### src/rtl/mult_pkg.sv
// Shared types and constants for the radix-4 sequential multiplier.
package mult_pkg;

  typedef enum logic [1:0] {
    IDLE = 2'd0,
    RUN  = 2'd1,
    DONE = 2'd2
  } state_t;

  localparam int STEP_BITS = 2;

  function automatic int cntWidth(input int steps);
    return (steps > 1) ? $clog2(steps) : 1;
  endfunction

endpackage

### src/rtl/mult_pp_row.sv
// One partial-product row: s = A + M*q0 + (M<<1)*q1, rippled through 2-bit multiply/add cells.
module mult_pp_row #(
  parameter int WIDTH = 8
) (
  input  logic [WIDTH-1:0] i_m,
  input  logic             i_q0,
  input  logic             i_q1,
  input  logic [WIDTH-1:0] i_a,
  output logic [WIDTH+1:0] o_s
);

  logic [WIDTH:0]        w_mx;
  logic [WIDTH:0]        w_m1;
  logic [WIDTH:0]        w_ax;
  logic [WIDTH+1:0][1:0] w_cy;
  logic [WIDTH:0][2:0]   w_tot;

  assign w_mx     = {1'b0, i_m};
  assign w_m1     = {i_m, 1'b0};
  assign w_ax     = {1'b0, i_a};
  assign w_cy[0]  = 2'b00;

  // Each cell sums up to three product/accumulator bits plus a carry of 0..2.
  for (genvar i = 0; i <= WIDTH; i++) begin : g_cell
    assign w_tot[i]  = 3'(w_mx[i] & i_q0) + 3'(w_m1[i] & i_q1) + 3'(w_ax[i]) + {1'b0, w_cy[i]};
    assign o_s[i]    = w_tot[i][0];
    assign w_cy[i+1] = w_tot[i][2:1];
  end

  // Only M[W-1]*q1 and a carry reach the top cell, so its carry-out is 0 or 1.
  assign o_s[WIDTH+1] = |w_cy[WIDTH+1];

endmodule

### src/rtl/mult_seq_radix4.sv
// Sequential unsigned multiplier retiring two multiplier bits per clock.
// Optional zero-operand shortcut enabled by defining MULT_ZERO_BYPASS_EN.
module mult_seq_radix4
  import mult_pkg::*;
#(
  parameter int WIDTH = 8
) (
  input  logic               clk,
  input  logic               rst_n,
  input  logic               start,
  input  logic [WIDTH-1:0]   multiplicand,
  input  logic [WIDTH-1:0]   multiplier,
  output logic               busy,
  output logic               done,
  output logic [2*WIDTH-1:0] product
);

  localparam int STEPS = WIDTH / STEP_BITS;
  localparam int CNT_W = cntWidth(STEPS);

  if ((WIDTH < 4) || ((WIDTH % 2) != 0)) begin : g_bad_width
    $error("mult_seq_radix4: WIDTH must be even and >= 4");
  end

  state_t               r_state;
  logic [WIDTH-1:0]     r_a;
  logic [WIDTH-1:0]     r_q;
  logic [WIDTH-1:0]     r_m;
  logic [CNT_W-1:0]     r_cnt;
  logic                 r_busy;
  logic                 r_done;
  logic [2*WIDTH-1:0]   r_product;
  logic [WIDTH+1:0]     w_s;
  logic                 w_zero;

`ifdef MULT_ZERO_BYPASS_EN
  assign w_zero = (multiplicand == '0) || (multiplier == '0);
`else
  assign w_zero = 1'b0;
`endif

  mult_pp_row #(.WIDTH(WIDTH)) u_row (
    .i_m  (r_m),
    .i_q0 (r_q[0]),
    .i_q1 (r_q[1]),
    .i_a  (r_a),
    .o_s  (w_s)
  );

  always_ff @(posedge clk or negedge rst_n) begin
    if (!rst_n) begin
      r_state   <= IDLE;
      r_a       <= '0;
      r_q       <= '0;
      r_m       <= '0;
      r_cnt     <= '0;
      r_busy    <= 1'b0;
      r_done    <= 1'b0;
      r_product <= '0;
    end else begin
      r_done <= 1'b0;
      case (r_state)
        IDLE, DONE: begin
          if (start) begin
            r_m   <= multiplicand;
            r_q   <= multiplier;
            r_a   <= '0;
            r_cnt <= CNT_W'(STEPS - 1);
            if (w_zero) begin
              r_state   <= DONE;
              r_done    <= 1'b1;
              r_busy    <= 1'b0;
              r_product <= '0;
            end else begin
              r_state <= RUN;
              r_busy  <= 1'b1;
            end
          end else begin
            r_state <= IDLE;
          end
        end
        RUN: begin
          r_a   <= w_s[WIDTH+1:STEP_BITS];
          r_q   <= {w_s[STEP_BITS-1:0], r_q[WIDTH-1:STEP_BITS]};
          r_cnt <= r_cnt - 1'b1;
          // Final step: the shifted {s, Q} is the complete product.
          if (r_cnt == '0) begin
            r_state   <= DONE;
            r_busy    <= 1'b0;
            r_done    <= 1'b1;
            r_product <= {w_s, r_q[WIDTH-1:STEP_BITS]};
          end
        end
        default: r_state <= IDLE;
      endcase
    end
  end

  assign busy    = r_busy;
  assign done    = r_done;
  assign product = r_product;

endmodule

### config.mk
export PLATFORM = sky130hd
export DESIGN_NAME = mult_seq_radix4
export DESIGN_NICKNAME = d
export VERILOG_FILES = /design/src/rtl/mult_pkg.sv /design/src/rtl/mult_pp_row.sv /design/src/rtl/mult_seq_radix4.sv
export SDC_FILE = /design/constraint.sdc
export NUM_CORES = 1
export LEC_CHECK = 0
export ABC_CLOCK_PERIOD_IN_PS = 9100
export CAP_MARGIN = 20
export CORE_MARGIN = 5
export CORE_UTILIZATION = 49
export DETAILED_ROUTE_END_ITERATION = 10
export GPL_ROUTABILITY_DRIVEN = 0
export PLACE_DENSITY = 0.73
export SLEW_MARGIN = 5
export SYNTH_ARGS = -nofsm -noshare
export SYNTH_HDL_FRONTEND = slang
export SYNTH_SLANG_ARGS = --single-unit
### constraint.sdc
create_clock -name clk -period 9.1 [get_ports clk]
set_clock_uncertainty 0.1 [all_clocks]
set_input_delay 0.91 -clock clk [delete_from_list [all_inputs] [get_ports clk]]
set_output_delay 0.91 -clock clk [all_outputs]
set_load 0.05 [all_outputs]
==> metrics.txt, run 1 <==
RSZ-0062 raised after global routing yes; Skew-Pair Late Insertion Delay 0.30 ns; diode count 0; synth top area cells dfrtp_1 46%, mux2_2 11%, fa_1 10%; sequential-to-total area share from yosys stat 45.6%; met1 Resource Use GR 22.8%; Critical Path AT 9.68 ns; largest net degree at the start of global routing 47; Rows 26; Crit. End Element flip-flop; ANT nets after route 0; Crit-path slowest cell fa_1; DRC 0; worst hold slack 0.360 ns; CTS clock-pin slew for the worst setup and hold paths 0.09 ns; Via-to-Cell Ratio 5.08; CTS tree built; root buf cell clkbuf_8; H-tree level count 2; Tcrit/Tclk final 105%; number of port buffers 36; Syn Nets 244; Multi-input gate area 0.00130 sq mm; crit-path max cell delay 0.50 ns; met2 Usage GRT 26.2%; count of different cell masters after synthesis 27; post-synth top area cell dfrtp_1; Pins Over Slew Limit 0; sequential cell area 0.00115 sq mm; clock period minus worst slack 9.59 ns; CTS sink cnt 46; die area 0.00669 sq mm; f_max 0.104 GHz; Final #Nets 285; Yosys top cell area share 45.6%; First-pass DRT Iterations 4; GRT overflow 0; Max transition margin 28.2%; global route hottest layer met2; slew at the pin with the worst max-slew slack 1.07 ns; most frequent cell on the critical path fa_1; critical setup path kind reg2reg; status finished with violations; die height 81.8 um; DIE WIDTH 81.8 um; Final setup viols 4; Fillers 407; final hold vios 0; worst endpoint required time 9.19 ns; Mapped Cells 201; drt initial violations 49; setup ws final -0.489 ns; cts hold-fix bufs 0; vias in the first global route 1684; failing checks setup timing; clk buf depth 2; Area Overhead vs Synth 26.9%; CTS Buf Count 5; initial antenna violation count 0; post-detail-place hpwl 3410 um; critical path peak fanout 3; Yosys reg bits 46; Total Routing Usage GR 16.5%; M3 GR Usage 3.29%; global-route wire length before repair 8250 um; routed len/inst 15.4 um; synth warn 0; CORE AREA 0.00504 sq mm; Post-Route Utilization 63.5%; max_cap viols 0; io pins 37; CP Launch Type flip-flop; Starting Density 50.0%; WL final 4820 um; Min-Delay Path Class in2async; Vias 1591; Avg Inst Size Synth 12.6 sq um; Cell Area, Synth 0.00252 sq mm; layout cells sized above 1 29.6%
-- cells in the mapped netlist --
master and number:
a211oi_1 6, a21o_1 1, a21oi_1 8, a221o_1 2, a22o_1 7, a22oi_1 1
a32o_1 1, and2_1 4, and3b_1 2, buf_2 2, buf_4 3, buf_6 3
clkbuf_1 4, dfrtp_1 46, fa_1 13, ha_1 11, inv_1 20, mux2_2 24
mux2_4 6, mux2i_1 6, nand2_1 13, nand2b_1 2, nand3b_4 1, nor2_1 3
nor2b_1 9, nor3_1 1, o21ai_0 2
-- sequential cells by signal (all words and copies together) (netlist names) --
name     count
r_m          8
r_state      2
r_a          8
product     16
busy         1
r_cnt        2
done         1
r_q          8
-- critical path: cells and delay by family (launching register included) --
family,cells,cell delay [ns]
AOI/OAI and AO/OA,1,0.17
adders and majority gates,23,7.67
buffers and inverters,14,0.71
DFF,1,0.40
muxes,1,0.25
and+or+nand+nor,1,0.17
-- metal layers --
layer / share of wire, % / vias to the layer above
met2: 47 / 24
li1: - / 759
met4: 1.3 / 0
met5: 0 / -
met3: 3.5 / 6
met1: 48 / 802
-- path summary, 6_finish.rpt --
check                                     start                    to  slack (ns)  cells past startpoint
setup / recovery             r_m[0]$_DFFE_PN0P_    r_a[6]$_DFFE_PN0P_       -0.49                     40
hold / removal                            rst_n    r_q[7]$_DFFE_PN0P_        0.36                      1
setup reg to reg             r_m[0]$_DFFE_PN0P_    r_a[6]$_DFFE_PN0P_       -0.49                     40
hold reg to reg            r_cnt[0]$_DFFE_PN0P_  r_cnt[0]$_DFFE_PN0P_        0.38                      1
max in group asynchronous                 rst_n    r_a[1]$_DFFE_PN0P_        8.07                      2
min in group clk           r_cnt[0]$_DFFE_PN0P_  r_cnt[0]$_DFFE_PN0P_        0.38                      1
-- logic make-up after synthesis --
kind of cell	count (synthesis)	share of synthesized area, %
muxes	36	16.7
AOI/OAI and AO/OA	28	7.98
DFF	46	45.6
buffers and inverters	32	6.20
and+or+nand+nor	35	7.78
adders and majority gates	24	15.8
-- cell usage in the layout (no fill, tap or decap), drive strengths merged, types with 3 or more instances in the layout --
cell,instances
a211oi,6
a21oi,8
a22o,7
and2,4
buf,11
clkbuf,6
clkdlybuf4s50,35
dfrtp,46
fa,13
ha,11
inv,20
mux2,30
mux2i,6
nand2,13
nor2,3
nor2b,9
-- layout make-up --
cell class,count,share of cell area [%]
inverter,20,2.34
timing repair buffer,46,14.0
multi-input combinational,123,40.6
clock inverter,2,1.88
clock buffer,6,2.58
sequential,46,36.0
tap,70,2.74
-- stage by stage --
stage,setup WS [ns],setup TNS (ns),cells,area (sq um)
2_1_floorplan,-0.254,-0.537,201,2590
3_3_place_gp,-0.396,-1.29,301,2990
3_5_place_dp,-0.566,-1.98,301,2990
4_1_cts,-0.571,-1.84,310,3150
5_1_grt,-0.796,-3.02,313,3200
6_report,-0.489,-1.65,313,3200
-- repair_timing --
item                       in CTS  in global routing
buffers inserted                2                  3
setup endpoints to repair       4                  5
pin swaps                       1                  0
resized for setup               8                  4
Power of run 1 is left out: the tool's default activity adds up to more than one toggle a clock period on the data nets, which glitch-free logic cannot reach.
==> inputs of run 2 (changes only) <==
TNS_END_PERCENT = 10   (was default)
==> metrics.txt, run 2 (synthesis gave the netlist of run 1 again) <==
ANT nets after route 0; crit-path max cell delay 0.50 ns; clock period minus worst slack 9.59 ns; WL final 4660 um; CTS sink cnt 46; Rows 26; number of port buffers 36; CTS tree built; clk buf depth 2; First-pass DRT Iterations 4; CORE AREA 0.00504 sq mm; Pins Over Slew Limit 0; CTS clock-pin slew for the worst setup and hold paths 0.09 ns; largest net degree at the start of global routing 47; Total Routing Usage GR 16.4%; failing checks setup timing; Starting Density 50.0%; H-tree level count 2; Via-to-Cell Ratio 5.12; Layout Cells excl Fill 312; CP Launch Type flip-flop; Tcrit/Tclk final 105%; post-detail-place hpwl 3170 um; Skew-Pair Late Insertion Delay 0.30 ns; vias in the first global route 1737; global-route wire length before repair 8310 um; routed len/inst 14.9 um; Vias 1596; slew at the pin with the worst max-slew slack 1.07 ns; Final #Nets 284; io pins 37; Min-Delay Path Class in2async; critical setup path kind reg2reg; root buf cell clkbuf_8; DIE WIDTH 81.8 um; Critical Path AT 9.68 ns; setup ws final -0.489 ns; final hold vios 0; f_max 0.104 GHz; initial antenna violation count 0; CTS Buf Count 5; cts hold-fix bufs 0; critical path peak fanout 3; Multi-input gate area 0.00128 sq mm; Fillers 409; status finished with violations; R2R Setup Slk -0.49 ns; GRT overflow 0; max_cap viols 0; Max transition margin 28.3%; Largest register FFs 16; placed cells 302; Crit. End Element flip-flop; die area 0.00669 sq mm; Final setup viols 4; most common cell after layout, fill and taps aside dfrtp_1; die height 81.8 um; DRC 0; Crit-path slowest cell fa_1; Area Overhead vs Synth 24.6%; RSZ-0062 raised after global routing yes; worst endpoint required time 9.19 ns; diode count 0; drt initial violations 78; sequential cell area 0.00115 sq mm; layout cells sized above 1 28.9%; post-place setup slack -0.677 ns; commonest cells after routing, fill and taps aside 46 x dfrtp_1, 35 x clkdlybuf4s50_1, 24 x mux2_2, 13 x nand2_1, 13 x fa_1; most frequent cell on the critical path fa_1; Post-Route Utilization 62.4%
==> run 2: cell count changes in the layout (fill, tap and decap cells not counted) <==
cell | previous run | this run
buf_4 | 8 | 7
mux2_2 | 23 | 24
and2_4 | 1 | 0
and2_1 | 3 | 4
mux2_4 | 7 | 6
ha_4 | 4 | 3
clkinv_2 | 0 | 2
bufinv_16 | 2 | 1
ha_2 | 6 | 7
clkbuf_8 | 6 | 5
==> run 2: cell type report <==
cell class	count	share of cell area, %
inverter	20	2.39
multi-input combinational	123	40.8
clock buffer	5	2.19
sequential	46	36.6
clock inverter	3	1.27
tap	70	2.79
timing repair buffer	45	14.0
==> run 2: per-stage QoR <==
stage          TNS, ns  cell area, sq um  hold WS, ns
4_1_cts          -2.11              3090        0.389
5_1_grt          -3.31              3140        0.342
3_3_place_gp     -2.10              2940        0.362
3_5_place_dp     -2.48              2940        0.373
6_report         -1.65              3140        0.343
2_1_floorplan   -0.953              2530        0.344
==> run 2: worst paths after layout <==
path                                          end                  from  depth (start not counted)
min reg2reg                  r_cnt[0]$_DFFE_PN0P_  r_cnt[0]$_DFFE_PN0P_                          1
max reg2reg                    r_a[6]$_DFFE_PN0P_    r_m[0]$_DFFE_PN0P_                         40
min                        product[2]$_DFFE_PN0P_                 rst_n                          1
min in group clk             r_cnt[0]$_DFFE_PN0P_  r_cnt[0]$_DFFE_PN0P_                          1
max                            r_a[6]$_DFFE_PN0P_    r_m[0]$_DFFE_PN0P_                         40
max in group asynchronous      r_m[7]$_DFFE_PN0P_                 rst_n                          2
==> run 2: critical path: cells and delay by family, from the launching register on <==
family	cells	cell delay, ns
flops	1	0.39
fa+ha+maj	23	7.68
simple gates	1	0.16
compound gates	1	0.17
mux	1	0.25
buf+inv	14	0.69
==> run 2: metal layers <==
metal / track usage, % / wire length, um / up-vias
met2: 24.6 / 2210 / 23
met4: 5.98 / 74 / 0
met5: 0 / 0 / -
met3: 4.06 / 174 / 6
met1: 23.2 / 2200 / 805
li1: - / - / 762
==> run 2: what timing repair did <==
action,CTS,global route
setup buffers,1,0
resized for setup,9,16
endpoints found under the setup margin,5,6
gates cloned,0,0
Power of run 2 is left out for the same reason.
==> inputs of run 3 (changes only) <==
ABC_CLOCK_PERIOD_IN_PS = 8570   (was 9100)
RECOVER_POWER = 50   (was default)
clock period = 8.57 ns   (was 9.1 ns; I/O delays follow)
==> metrics.txt, run 3 (synthesis gave the netlist of run 1 again) <==
Area Overhead vs Synth 23.0%; CP Launch Type flip-flop; routed wl met3 136 um; commonest cells after routing, fill and taps aside 46 x dfrtp_1, 34 x clkdlybuf4s50_1, 24 x mux2_2, 15 x inv_1; root buf cell clkbuf_8; Post-Route Utilization 61.5%; CTS clock-pin slew for the worst setup and hold paths 0.09 ns; worst setup path start r_m[0]$_DFFE_PN0P_; DRC 0; setup ws final -1.13 ns; Pins Over Slew Limit 37; most frequent cell on the critical path fa_1; critical path peak fanout 3; Reg2Reg Depth 40; CTS tree built; post-detail-place hpwl 3380 um; most common cell after layout, fill and taps aside dfrtp_1; Final #Nets 286; crit-path max cell delay 0.50 ns; Starting Density 50.0%; Vias 1609; worst hold slack 0.396 ns; Largest register FFs 16; Rows 26; CTS Buf Count 5; layout cells sized above 1 26.2%; Max transition margin -26.7%; reg2reg start r_m[0]$_DFFE_PN0P_; Total Routing Usage GR 17.0%; Final setup viols 6; max_cap viols 1; die height 81.8 um; critical setup path kind reg2reg; io pins 37; Crit. End Element flip-flop; Via-to-Cell Ratio 5.12; routed len/inst 15.2 um; failing checks capacitance limit, slew limit, setup timing; First-pass DRT Iterations 4; Skew-Pair Late Insertion Delay 0.30 ns; met2 routed WL 2280 um; Buf/Inv on CP 14; GRT overflow 0; Critical Path AT 9.79 ns; clk buf depth 2; global-route wire length before repair 8400 um; worst hold path endpoint r_cnt[0]$_DFFE_PN0P_; WL met1 2270 um; Final Cell Area 0.00310 sq mm; initial antenna violation count 0; diode count 0; Min-Delay Path Class reg2reg; number of port buffers 36; CTS sink cnt 46; hold path startpoint r_cnt[0]$_DFFE_PN0P_; Crit-path slowest cell fa_1; drt initial violations 62; Hold Crit Depth 1; worst endpoint required time 8.66 ns; DIE WIDTH 81.8 um; DP Area 0.00295 sq mm; status finished with violations; H-tree level count 2; ANT nets after route 0; slew at the pin with the worst max-slew slack 1.90 ns; WL final 4790 um; clock period minus worst slack 9.70 ns; largest net degree at the start of global routing 47; f_max 0.103 GHz; Tcrit/Tclk final 113%; RSZ-0062 raised after global routing yes; top routing layer in use met4; CP top delay family adder cells; Fillers 424; vias in the first global route 1704; final hold vios 0; die area 0.00669 sq mm; CORE AREA 0.00504 sq mm; R2R Setup Slk -1.13 ns; Crit Reg-Reg Endpoint r_a[6]$_DFFE_PN0P_
==> run 3: worst max-delay path by stage <==
stage                     depth (start not counted)  slack (ns)                  to
after global placement                           40       -1.15  r_a[6]$_DFFE_PN0P_
after global routing                             40       -1.44  r_a[6]$_DFFE_PN0P_
after CTS                                        40       -1.30  r_a[6]$_DFFE_PN0P_
after floorplan                                  41       -0.92  r_a[6]$_DFFE_PN0P_
after detailed placement                         40       -1.31  r_a[6]$_DFFE_PN0P_
final                                            40       -1.13  r_a[6]$_DFFE_PN0P_
==> run 3: per-stage QoR <==
stage                     TNS, ns  cells  setup slack, ns
after floorplan             -3.48    201           -0.920
after global placement      -5.26    303            -1.15
after detailed placement    -6.11    303            -1.31
after CTS                   -5.98    312            -1.30
after global routing        -6.72    314            -1.44
final                       -4.91    314            -1.13
==> run 3: area by class of cell <==
type	count	area [sq um]	share of cell area, %
timing repair buffer	47	433	14.0
clock inverter	2	12.5	0.403
clock buffer	6	82.6	2.66
tap	70	87.6	2.82
inverter	20	75.1	2.42
multi-input combinational	123	1260	40.6
sequential	46	1150	37.1
==> run 3: worst reg2reg max path: cells and delay by family, from the launching register on <==
family	cells	cell delay [ns]
compound gates	1	0.18
flops	1	0.39
fa+ha+maj	23	7.76
mux	1	0.27
simple gates	1	0.16
buf+inv	14	0.75
==> run 3: timing repair <==
item / 4_1_cts / 5_1_grt
hold buffers: 0 / 0
endpoints found under the setup margin: 6 / 6
resized for setup: 3 / 12
buffers inserted: 1 / 0
==> run 3: routing by layer <==
metal	GRT usage, %	vias to the layer above
li1	-	765
met1	23.9	809
met2	24.5	27
met3	3.84	8
met4	8.47	0
met5	0	-
Power of run 3 is left out for the same reason.
